**config.mk**
```make
export PLATFORM = sky130hd
export DESIGN_NAME = hls_perf_counter_bank_flat
export DESIGN_NICKNAME = d
export VERILOG_FILES = /design/src/rtl/hls_perf_counter_bank_if.sv /design/src/rtl/hls_perf_counter_bank.sv /design/src/flat_wrapper.sv
export SDC_FILE = /design/constraint.sdc
export NUM_CORES = 2
export LEC_CHECK = 0
export ABC_AREA = 1
export CORE_MARGIN = 4
export CORE_UTILIZATION = 50
export DETAILED_ROUTE_END_ITERATION = 10
export GPL_TIMING_DRIVEN = 0
export PLACE_DENSITY = 0.74
export SYNTH_ARGS = -nofsm -noshare
export SYNTH_HDL_FRONTEND = slang
export SYNTH_SLANG_ARGS = --single-unit
```
**constraint.sdc**
```tcl
create_clock -name clock -period 10 [get_ports clock]
set_input_delay 2 -clock clock [delete_from_list [all_inputs] [get_ports clock]]
set_output_delay 2 -clock clock [all_outputs]
set_load 0.01 [all_outputs]
```
**src/rtl/hls_perf_counter_bank_if.sv**
```systemverilog
// Register-port and handshake bundle for hls_perf_counter_bank.
// Latency: none, wires only.
// Backpressure: only the optional trace stream has any, through trace_ready.
// Ports (master drives the monitor, slave is the monitor):
//   clear, ch_start, ch_done, ch_continue, iter_enable, iter_block   monitor inputs
//   rd_en, rd_ch, rd_sel -> rd_data, rd_valid                        register read port
//   overflow, busy                                                   per-channel status
//   trace_valid/ready/data/drop                                      only with HLS_PERF_TRACE_EN
interface hls_perf_counter_bank_if #(
  parameter int NUM_CH = 4,
  parameter int CNT_W  = 32
`ifdef HLS_PERF_TRACE_EN
  ,
  parameter int TS_W   = 32
`endif
);
  localparam int RCH_W = $clog2(NUM_CH) + 1;

  logic              clear;
  logic [NUM_CH-1:0] ch_start;
  logic [NUM_CH-1:0] ch_done;
  logic [NUM_CH-1:0] ch_continue;
  logic [NUM_CH-1:0] iter_enable;
  logic [NUM_CH-1:0] iter_block;
  logic              rd_en;
  logic [RCH_W-1:0]  rd_ch;
  logic [2:0]        rd_sel;
  logic [CNT_W-1:0]  rd_data;
  logic              rd_valid;
  logic [NUM_CH-1:0] overflow;
  logic [NUM_CH-1:0] busy;

`ifdef HLS_PERF_TRACE_EN
  localparam int CH_W  = (NUM_CH > 1) ? $clog2(NUM_CH) : 1;
  localparam int TRC_W = TS_W + CH_W + 2;

  logic              trace_valid;
  logic              trace_ready;
  logic [TRC_W-1:0]  trace_data;
  logic              trace_drop;

  modport master (
    output clear, ch_start, ch_done, ch_continue, iter_enable, iter_block,
    output rd_en, rd_ch, rd_sel, trace_ready,
    input  rd_data, rd_valid, overflow, busy, trace_valid, trace_data, trace_drop
  );
  modport slave (
    input  clear, ch_start, ch_done, ch_continue, iter_enable, iter_block,
    input  rd_en, rd_ch, rd_sel, trace_ready,
    output rd_data, rd_valid, overflow, busy, trace_valid, trace_data, trace_drop
  );
`else
  modport master (
    output clear, ch_start, ch_done, ch_continue, iter_enable, iter_block,
    output rd_en, rd_ch, rd_sel,
    input  rd_data, rd_valid, overflow, busy
  );
  modport slave (
    input  clear, ch_start, ch_done, ch_continue, iter_enable, iter_block,
    input  rd_en, rd_ch, rd_sel,
    output rd_data, rd_valid, overflow, busy
  );
`endif
endinterface

```
**src/rtl/hls_perf_counter_bank.sv**
```systemverilog
// Per-channel performance counters for HLS ap_start/ap_done/ap_continue handshakes.
// Latency: counters update on the event cycle; a read returns data one cycle after rd_en.
// Backpressure: none on monitored signals; trace entries are dropped when the FIFO is full.
// Ports: clock, reset (sync, active-high), bus (hls_perf_counter_bank_if.slave).
// Optional trace stream of start/done events: define HLS_PERF_TRACE_EN.
// Counter select on rd_sel: 0 inv, 1 iter, 2 stall, 3 last_lat, 4 max_lat, 5 busy_cyc, 6 state, 7 zero.

`ifdef HLS_PERF_TRACE_EN
// Small first-word-fall-through FIFO holding trace entries.
// Latency: a pushed entry is visible at dout on the next cycle.
// Backpressure: full is reported, a push while full is ignored.
module hls_perf_trace_fifo #(
  parameter int W     = 8,
  parameter int DEPTH = 16
) (
  input  logic         clock,
  input  logic         reset,
  input  logic         flush,
  input  logic         push,
  input  logic [W-1:0] din,
  input  logic         pop,
  output logic [W-1:0] dout,
  output logic         full,
  output logic         empty
);
  localparam int AW = (DEPTH > 1) ? $clog2(DEPTH) : 1;

  logic [W-1:0] mem [DEPTH];
  logic [AW:0]  wr_ptr;
  logic [AW:0]  rd_ptr;

  // Extra pointer bit distinguishes full from empty when the indices match.
  assign empty = (wr_ptr == rd_ptr);
  assign full  = (wr_ptr[AW] != rd_ptr[AW]) && (wr_ptr[AW-1:0] == rd_ptr[AW-1:0]);
  assign dout  = mem[rd_ptr[AW-1:0]];

  always_ff @(posedge clock) begin
    if (reset || flush) begin
      wr_ptr <= '0;
      rd_ptr <= '0;
    end else begin
      if (push && !full)  wr_ptr <= wr_ptr + 1'b1;
      if (pop && !empty)  rd_ptr <= rd_ptr + 1'b1;
    end
  end

  always_ff @(posedge clock) begin
    if (push && !full && !flush) mem[wr_ptr[AW-1:0]] <= din;
  end
endmodule
`endif

module hls_perf_counter_bank #(
  parameter int NUM_CH      = 4,
  parameter int CNT_W       = 32
`ifdef HLS_PERF_TRACE_EN
  ,
  parameter int TS_W        = 32,
  parameter int TRACE_DEPTH = 16
`endif
) (
  input  logic                  clock,
  input  logic                  reset,
  hls_perf_counter_bank_if.slave bus
);
  localparam int              RCH_W   = $clog2(NUM_CH) + 1;
  localparam logic [CNT_W-1:0] CNT_MAX = {CNT_W{1'b1}};
  localparam logic [CNT_W-1:0] CNT_ONE = CNT_W'(1);

  typedef enum logic [1:0] {IDLE = 2'd0, RUN = 2'd1, HOLD = 2'd2} state_t;

  state_t            state_q  [NUM_CH];
  state_t            state_d  [NUM_CH];
  logic [NUM_CH-1:0] start_evt, done_evt;
  logic [NUM_CH-1:0] busy_inc, iter_inc, stall_inc, lat_inc, ovf_hit;
  logic [CNT_W-1:0]  lat_q    [NUM_CH];
  logic [CNT_W-1:0]  done_lat [NUM_CH];
  logic [CNT_W-1:0]  inv_cnt  [NUM_CH];
  logic [CNT_W-1:0]  iter_cnt [NUM_CH];
  logic [CNT_W-1:0]  stall_cnt[NUM_CH];
  logic [CNT_W-1:0]  last_lat [NUM_CH];
  logic [CNT_W-1:0]  max_lat  [NUM_CH];
  logic [CNT_W-1:0]  busy_cyc [NUM_CH];
  logic [NUM_CH-1:0] overflow_q;
  logic [NUM_CH-1:0] busy_vec;
  logic [CNT_W-1:0]  rd_mux;
  logic [CNT_W-1:0]  rd_data_q;
  logic              rd_valid_q;

  function automatic logic [CNT_W-1:0] sat_inc(input logic [CNT_W-1:0] v);
    return (v == CNT_MAX) ? v : v + 1'b1;
  endfunction

  // Channel FSMs. A start that coincides with a completing done (from RUN or HOLD)
  // opens the next invocation in the same cycle. Done together with start in IDLE
  // is a one-cycle invocation of latency 1.
  always_comb begin
    for (int c = 0; c < NUM_CH; c++) begin
      state_d[c]   = state_q[c];
      start_evt[c] = 1'b0;
      done_evt[c]  = 1'b0;
      // lat_q lags the invocation by one cycle, so the done cycle adds one.
      done_lat[c]  = sat_inc(lat_q[c]);
      case (state_q[c])
        IDLE: begin
          if (bus.ch_start[c]) begin
            start_evt[c] = 1'b1;
            if (bus.ch_done[c]) begin
              done_evt[c] = 1'b1;
              done_lat[c] = CNT_ONE;
              state_d[c]  = bus.ch_continue[c] ? IDLE : HOLD;
            end else begin
              state_d[c]  = RUN;
            end
          end
        end
        RUN: begin
          if (bus.ch_done[c]) begin
            done_evt[c] = 1'b1;
            if (!bus.ch_continue[c]) begin
              state_d[c] = HOLD;
            end else if (bus.ch_start[c]) begin
              start_evt[c] = 1'b1;
              state_d[c]   = RUN;
            end else begin
              state_d[c]   = IDLE;
            end
          end
        end
        HOLD: begin
          if (bus.ch_continue[c]) begin
            if (bus.ch_start[c]) begin
              start_evt[c] = 1'b1;
              state_d[c]   = RUN;
            end else begin
              state_d[c]   = IDLE;
            end
          end
        end
        default: state_d[c] = IDLE;
      endcase
    end
  end

  // Increment qualifiers and saturation detection. busy_cyc counts every cycle of
  // an invocation, including the start cycle, so it agrees with the latency.
  always_comb begin
    for (int c = 0; c < NUM_CH; c++) begin
      busy_inc[c]  = (state_q[c] != IDLE) || start_evt[c];
      iter_inc[c]  = (state_q[c] == RUN) && bus.iter_enable[c] && !bus.iter_block[c];
      stall_inc[c] = (state_q[c] == RUN) && bus.iter_block[c];
      lat_inc[c]   = (state_q[c] == RUN) && !start_evt[c];
      ovf_hit[c]   = (start_evt[c] && inv_cnt[c]   == CNT_MAX) ||
                     (iter_inc[c]  && iter_cnt[c]  == CNT_MAX) ||
                     (stall_inc[c] && stall_cnt[c] == CNT_MAX) ||
                     (busy_inc[c]  && busy_cyc[c]  == CNT_MAX) ||
                     (lat_inc[c]   && lat_q[c]     == CNT_MAX);
      busy_vec[c]  = (state_q[c] != IDLE);
    end
  end

  // FSM state and the running latency are not touched by clear.
  always_ff @(posedge clock) begin
    if (reset) begin
      for (int c = 0; c < NUM_CH; c++) begin
        state_q[c] <= IDLE;
        lat_q[c]   <= '0;
      end
    end else begin
      for (int c = 0; c < NUM_CH; c++) begin
        state_q[c] <= state_d[c];
        if (start_evt[c])    lat_q[c] <= CNT_ONE;
        else if (lat_inc[c]) lat_q[c] <= sat_inc(lat_q[c]);
      end
    end
  end

  // Clear outranks same-cycle events, which are lost.
  always_ff @(posedge clock) begin
    if (reset || bus.clear) begin
      for (int c = 0; c < NUM_CH; c++) begin
        inv_cnt[c]   <= '0;
        iter_cnt[c]  <= '0;
        stall_cnt[c] <= '0;
        last_lat[c]  <= '0;
        max_lat[c]   <= '0;
        busy_cyc[c]  <= '0;
      end
      overflow_q <= '0;
    end else begin
      for (int c = 0; c < NUM_CH; c++) begin
        if (start_evt[c]) inv_cnt[c]   <= sat_inc(inv_cnt[c]);
        if (iter_inc[c])  iter_cnt[c]  <= sat_inc(iter_cnt[c]);
        if (stall_inc[c]) stall_cnt[c] <= sat_inc(stall_cnt[c]);
        if (busy_inc[c])  busy_cyc[c]  <= sat_inc(busy_cyc[c]);
        if (done_evt[c]) begin
          last_lat[c] <= done_lat[c];
          if (done_lat[c] > max_lat[c]) max_lat[c] <= done_lat[c];
        end
      end
      overflow_q <= overflow_q | ovf_hit;
    end
  end

  // Out-of-range channels match no entry and read as zero.
  always_comb begin
    rd_mux = '0;
    for (int c = 0; c < NUM_CH; c++) begin
      if (bus.rd_ch == RCH_W'(c)) begin
        case (bus.rd_sel)
          3'd0:    rd_mux = inv_cnt[c];
          3'd1:    rd_mux = iter_cnt[c];
          3'd2:    rd_mux = stall_cnt[c];
          3'd3:    rd_mux = last_lat[c];
          3'd4:    rd_mux = max_lat[c];
          3'd5:    rd_mux = busy_cyc[c];
          3'd6:    rd_mux = {{(CNT_W-2){1'b0}}, 2'(state_q[c])};
          default: rd_mux = '0;
        endcase
      end
    end
  end

  // Registered read captures pre-update values; rd_data holds between reads.
  always_ff @(posedge clock) begin
    if (reset) begin
      rd_data_q  <= '0;
      rd_valid_q <= 1'b0;
    end else begin
      rd_valid_q <= bus.rd_en;
      if (bus.rd_en) rd_data_q <= rd_mux;
    end
  end

  assign bus.rd_data  = rd_data_q;
  assign bus.rd_valid = rd_valid_q;
  assign bus.overflow = overflow_q;
  assign bus.busy     = busy_vec;

`ifdef HLS_PERF_TRACE_EN
  localparam int CH_W  = (NUM_CH > 1) ? $clog2(NUM_CH) : 1;
  localparam int TRC_W = TS_W + CH_W + 2;

  logic [TS_W-1:0]  ts_q;
  logic             trc_push;
  logic [CH_W-1:0]  trc_ch;
  logic [1:0]       trc_evt;
  logic             fifo_full;
  logic             fifo_empty;
  logic [TRC_W-1:0] fifo_dout;
  logic             drop_q;

  always_ff @(posedge clock) begin
    if (reset) ts_q <= '0;
    else       ts_q <= ts_q + 1'b1;
  end

  // Lowest channel with an event wins; evt = {done, start}.
  always_comb begin
    trc_push = 1'b0;
    trc_ch   = '0;
    trc_evt  = '0;
    for (int c = 0; c < NUM_CH; c++) begin
      if (!trc_push && (start_evt[c] || done_evt[c])) begin
        trc_push = 1'b1;
        trc_ch   = CH_W'(c);
        trc_evt  = {done_evt[c], start_evt[c]};
      end
    end
  end

  hls_perf_trace_fifo #(.W(TRC_W), .DEPTH(TRACE_DEPTH)) u_trace_fifo (
    .clock (clock),
    .reset (reset),
    .flush (bus.clear),
    .push  (trc_push && !bus.clear),
    .din   ({ts_q, trc_ch, trc_evt}),
    .pop   (bus.trace_ready),
    .dout  (fifo_dout),
    .full  (fifo_full),
    .empty (fifo_empty)
  );

  // A push into a full FIFO is dropped even if a pop frees a slot that cycle.
  always_ff @(posedge clock) begin
    if (reset) drop_q <= 1'b0;
    else       drop_q <= trc_push && !bus.clear && fifo_full;
  end

  assign bus.trace_valid = !fifo_empty;
  assign bus.trace_data  = fifo_dout;
  assign bus.trace_drop  = drop_q;
`endif
endmodule
```
**src/flat_wrapper.sv**
```systemverilog
// flat-port wrapper written by rule: the top's interface ports become plain ports
module hls_perf_counter_bank_flat 
#(
  parameter int NUM_CH      = 4,
  parameter int CNT_W       = 32

)
  (clock, reset, bus_clear, bus_ch_start, bus_ch_done, bus_ch_continue, bus_iter_enable, bus_iter_block, bus_rd_en, bus_rd_ch, bus_rd_sel, bus_rd_data, bus_rd_valid, bus_overflow, bus_busy);
  hls_perf_counter_bank_if #(.NUM_CH(NUM_CH), .CNT_W(CNT_W)) bus_i ();
  input  logic clock;
  input  logic reset;
  input wire logic [$bits(bus_i.clear)-1:0] bus_clear;
  input wire logic [$bits(bus_i.ch_start)-1:0] bus_ch_start;
  input wire logic [$bits(bus_i.ch_done)-1:0] bus_ch_done;
  input wire logic [$bits(bus_i.ch_continue)-1:0] bus_ch_continue;
  input wire logic [$bits(bus_i.iter_enable)-1:0] bus_iter_enable;
  input wire logic [$bits(bus_i.iter_block)-1:0] bus_iter_block;
  input wire logic [$bits(bus_i.rd_en)-1:0] bus_rd_en;
  input wire logic [$bits(bus_i.rd_ch)-1:0] bus_rd_ch;
  input wire logic [$bits(bus_i.rd_sel)-1:0] bus_rd_sel;
  output wire logic [$bits(bus_i.rd_data)-1:0] bus_rd_data;
  output wire logic [$bits(bus_i.rd_valid)-1:0] bus_rd_valid;
  output wire logic [$bits(bus_i.overflow)-1:0] bus_overflow;
  output wire logic [$bits(bus_i.busy)-1:0] bus_busy;
  assign bus_i.clear = bus_clear;
  assign bus_i.ch_start = bus_ch_start;
  assign bus_i.ch_done = bus_ch_done;
  assign bus_i.ch_continue = bus_ch_continue;
  assign bus_i.iter_enable = bus_iter_enable;
  assign bus_i.iter_block = bus_iter_block;
  assign bus_i.rd_en = bus_rd_en;
  assign bus_i.rd_ch = bus_rd_ch;
  assign bus_i.rd_sel = bus_rd_sel;
  assign bus_rd_data = bus_i.rd_data;
  assign bus_rd_valid = bus_i.rd_valid;
  assign bus_overflow = bus_i.overflow;
  assign bus_busy = bus_i.busy;
  hls_perf_counter_bank #(.NUM_CH(NUM_CH), .CNT_W(CNT_W)) u_core (.clock(clock), .reset(reset), .bus(bus_i));
endmodule
```
Word level (Yosys, flattened, before mapping)
Memories as Yosys holds them, arrays and structs flattened.
Cells that the tools add are included.

storage, ports and cells
  bits in registers = 37
  RAM bits = 904
  logic and storage cells = 425
  memories kept = 8

memories
  memory           words  width  read ports  clocked after memory_dff  wr ports  RTL line                     RTL
  u_core.busy_cyc  4      32     4           0                         4         hls_perf_counter_bank.sv:83  logic [CNT_W-1:0] busy_cyc [NUM_CH];
  u_core.inv_cnt   4      32     4           0                         4         hls_perf_counter_bank.sv:78  logic [CNT_W-1:0] inv_cnt [NUM_CH];
  u_core.iter_cnt  4      32     4           0                         4         hls_perf_counter_bank.sv:79  logic [CNT_W-1:0] iter_cnt [NUM_CH];
  u_core.last_lat  4      32     4           0                         4         hls_perf_counter_bank.sv:81  logic [CNT_W-1:0] last_lat [NUM_CH];
  u_core.lat_q     4      32     4           0                         4         hls_perf_counter_bank.sv:76  logic [CNT_W-1:0] lat_q [NUM_CH];
  u_core.max_lat   4      32     4           0                         4         hls_perf_counter_bank.sv:82  logic [CNT_W-1:0] max_lat [NUM_CH];
  +2 memories      -      -      -           -                         -         -

cells by class
  add/sub/neg operators = 20
  $lt $le $gt $ge = 4
  equal/unequal tests = 37
  multiplexer cells = 241
  bitwise operators = 37
  reductions and logical operators = 75

operators by type and width
  cell                                                              count
  32-bit 2-to-1 mux                                                 68
  32-bit case mux with 7 select lines                               4
  32-bit by 1-bit adder with 32-bit output (second input constant)  20
  32-bit == test (second input constant)                            20
  1-bit 2-to-1 mux                                                  129
  32-bit > comparator                                               4
  2-bit 2-to-1 mux                                                  28
  1-bit logical AND                                                 36
  1-bit OR                                                          36
  2-bit case mux with 3 select lines                                4
  1-bit logical OR                                                  21
  3-bit by 2-bit == test with 1-bit output (second input constant)  4
  1-bit case mux with 3 select lines                                4
  3-bit == test (second input constant)                             3
  2-bit by 1-bit == test with 1-bit output (second input constant)  4
  2-bit == test (second input constant)                             4
  1-bit zero test                                                   8
  2-bit zero test                                                   4
  1-bit case mux with 2 select lines                                4
  2-bit nonzero test                                                4
  3-bit by 1-bit == test with 1-bit output (second input constant)  2
  3-bit zero test                                                   2
  4-bit OR                                                          1

Logic depth before layout (Yosys ltp)
An unclocked memory read counts as a cell.

  depth in word-level cells = 12
  gate-level depth with buffers = 25
  mapped depth without buffers = 24

Least setup slack after synthesis
No wires, ideal clock.

  path kind = input-to-reg
  from = input port reset
  to = memory u_core.busy_cyc[3][0] (enable)
  setup time = 0.466 ns
  arrival = 5.050 ns
  data required time = 9.534 ns
  setup slack = 4.484 ns
  cell stages on the path = 6
  path through = nor2_4 -> inv_2 -> nor2_1 -> inv_1 -> clkbuf_1 -> o21ai_0

RTL lines
  item             RTL line                     RTL
  start, declared  flat_wrapper.sv:11           input logic reset;
  end, declared    hls_perf_counter_bank.sv:83

==> impl_metrics.toml <==
[setup_path]
cp_max_fo = 19
start_kind = "input pin"
cp-end-kind = "flop"
r2r-start = "u_core.lat_q[0][1]$_SDFFCE_PN0P_"
crit_arrival_ns = 5.98
r2r-end = "u_core.max_lat[0][6]$_SDFFCE_PN0P_"
path_class = "in2reg"
ff2ff_path_depth = 21
cp.required_ns = 10.49
rrSetupSlack_ns = 5.64

[cells_and_area]
nets = 8424
fillerInstances = 11424
synthToLayoutAreaGrowth_pct = 10.9
regArea_sq_um = 27800
layout-drive-gt1-share = 0.0671
multiInputGateArea_sq_um = 28800
final_util = 0.561
final_cells = 9962

[placement]
hpwl_um = 181000
numPortBuffers = 68
globalplace.congestion = 1.06
placed_cells_incl_taps = 9760
dp_worst_setup_slack_ns = 3.48

[route]
first_pass_iters = 8
routed_wl_um = 231000
initialDrtViolationCount = 8129
viasPerCell = 6.00
drtAntennaViolNets = 0
wire_per_inst_um = 23.2
vias = 59734
drc = 0

[sta]
finalClockSkew_ns = 0.0302
worstMarginPinSlew_ns = 1.53
fin_crit_ns = 5.49
fin_crit_sh = 0.549
fmaxAchievable_mhz = 182
hold_viol = 0
rsz0062_at_grt = "no"
slew_headroom = -0.0211
tns_ns = 0
drv_slew = 11
setup_slack_ns = 4.51
setup_viol = 0

[die]
die_area_sq_um = 129000
ios = 71
rows = 128
fp.dieH_um = 360
start_util = 0.506
die_w_um = 360
coreArea_sq_um = 122000

[grt]
grt_usage = 0.343
antenna_found_initial = 5
grt_pass1_wl_um = 339000
overflow = 0
grt_max_degree = 33
grt_pass1_vias = 54962

[hold_path]
hold_start = "u_core.bus.rd_data[17]$_SDFFE_PP0P_"
min_to = "u_core.bus.rd_data[17]$_SDFFE_PP0P_"
min_path_type = "reg2reg"
min_delay_path_depth = 2

[cts]
clock-sinks = 941
ctsResizeCount = 0
clock_latency_ns = 0.76
clkSlewWorstSetupHoldPaths_ns = 0.07
cts_hold_buffers = 0
cts_root_buffer = "clkbuf_16"
postCtsSetupBuffers = 0
cts_buffers = 108
cts_tree = "yes"
clk_path_buf_depth = 3
htreeDepth = 3

[logic_synthesis]
postSynthAreaPerCell_sq_um = 7.67
synth_area_leaders = "edfxtp_1, nand2_1, nor2_1"
ys_ff_latch = 941
yosysMostFrequentCell = "nand2_1"
syn_inst = 8058
synth_top_area_cell = "edfxtp_1"
syn-num-nets = 8236
netlist_area_sq_um = 61800
ys_seq_area_frac = 0.450
async_flop_share = 0
synth_flop_cell = "edfxtp_1"
synth_cell_type_count = 61
yosys_warnings = 0
synth_top_area_share = 0.435
synth_edf_count = 896
synth_common_cells = "nand2_1, nor2_1, inv_1, edfxtp_1, a21oi_1"

[power]
comb_power_share = 0.117
p_seq_frac = 0.474
leakagePower_nw = 26.7
ir_worst_vdd_uv = 134
swShare = 0.284
total_power_w = 0.0103
switching_power_w = 0.00291
power_density_nw_per_um2 = 150
p_int_w = 0.00734
clock_power_share = 0.409

[outcome]
violations = "capacitance limit, slew limit"
status = "finished with violations"

[flow_run]
drv_cap = 1
-- worst max-delay path by stage --
stage	cells after the start	end	start	slack, ns
after floorplan	6	u_core.busy_cyc[3][0]$_SDFFCE_PN0P_	reset	4.48
after global placement	7	u_core.busy_cyc[3][20]$_SDFFCE_PN0P_	reset	1.48
after detailed placement	17	u_core.max_lat[1][21]$_SDFFCE_PN0P_	bus_ch_start[1]	3.48
after CTS	17	u_core.max_lat[1][19]$_SDFFCE_PN0P_	bus_ch_start[1]	4.25
after global routing	19	u_core.max_lat[1][14]$_SDFFCE_PN0P_	bus_ch_start[1]	4.34
final	6	u_core.stall_cnt[2][30]$_SDFFCE_PN0P_	reset	4.51
-- power by group through the flow --
stage               logic, W  registers, W  clock network [W]
detailed placement   0.00116       0.00492                  0
global placement     0.00112       0.00492                  0
finish               0.00120       0.00485            0.00419
global route         0.00131       0.00487            0.00436
CTS                  0.00116       0.00484            0.00421
floorplan           0.000743       0.00480                  0
-- cell families (layout without fill, tap and decap cells) --
family | count (synthesis) | count (layout) | synth area share
other | 0 | 3 | 0
AOI/OAI and AO/OA | 995 | 995 | 0.0866
xor gates and xnor gates | 173 | 173 | 0.0246
and+or+nand+nor | 4474 | 4474 | 0.324
adders and majority gates | 148 | 148 | 0.0300
DFF | 941 | 941 | 0.450
buffers and inverters | 1327 | 1603 | 0.0848
-- critical path, stage by stage --
cell and delay [ns]:
clkdlybuf4s50_1 0.56, nor2_4 0.77, clkbuf_2 0.61, clkbuf_2 0.86, nand2_1 0.74, buf_16 0.39
-- placed cells by master, fill, tap and decap left out, types with 11 or more instances in the layout --
cell	Yosys	layout
a211oi_1	12	12
a21oi_1	534	534
and3_1	11	11
buf_1	21	21
buf_2	129	129
buf_4	12	12
bufinv_16	0	13
clkbuf_1	112	128
clkbuf_16	0	112
clkdlybuf4s50_1	0	68
clkinv_1	2	18
clkinv_2	0	12
dfxtp_1	45	45
edfxtp_1	896	896
ha_1	148	148
inv_1	1019	1019
inv_2	23	23
nand2_1	1875	1856
nand2_2	23	42
nand3_1	516	515
nand3_2	12	13
nand3b_1	12	12
nand4_1	407	407
nor2_1	1071	1071
nor2_2	47	47
nor2_4	18	18
nor3_1	301	301
nor3_2	19	19
nor3b_1	53	53
nor4_1	27	27
o21a_1	29	29
o21ai_0	287	283
o21ai_1	16	16
o21bai_1	34	34
o22ai_1	36	36
or2_2	48	48
xnor2_1	63	63
xor2_1	109	109
-- registers in the layout, indices dropped and copies added (netlist names) --
register,count
u_core.busy_cyc,128
u_core.inv_cnt,128
u_core.iter_cnt,128
u_core.last_lat,128
u_core.lat_q,128
u_core.max_lat,128
u_core.stall_cnt,128
u_core.bus.rd_data,32
u_core.state_q,8
u_core.bus.overflow,4
u_core.bus.rd_valid,1
-- area by class of cell --
cell class / count / share of cell area
multi-input cells: 5790 / 0.421
flip-flops and latches: 941 / 0.406
inverters: 1046 / 0.0574
clock buffers: 139 / 0.0434
well taps: 1625 / 0.0297
plain buffers: 281 / 0.0192
repair buffers: 78 / 0.0137
clock inverters: 59 / 0.00973
diodes: 3 / 0.000110
-- metal layers --
| layer | vias up | share of wire | track usage | routed length (um) |
|---|---|---|---|---|
| li1 | 27568 | - | - | - |
| met1 | 28061 | 0.40 | 0.465 | 92000 |
| met2 | 3458 | 0.42 | 0.516 | 98000 |
| met3 | 641 | 0.12 | 0.0816 | 26800 |
| met4 | 6 | 0.061 | 0.170 | 14000 |
| met5 | - | 0.00015 | 0 | 35 |
-- per-stage QoR --
| stage | instance area (sq um) | hold slack [ns] |
|---|---|---|
| finish | 68500 | 0.467 |
| global route | 68500 | 0.494 |
| CTS | 68400 | 0.468 |
| detailed placement | 64800 | 0.458 |
| global placement | 64500 | 0.455 |
| floorplan | 61800 | 0.488 |
Power figures use the tool's default switching activity.
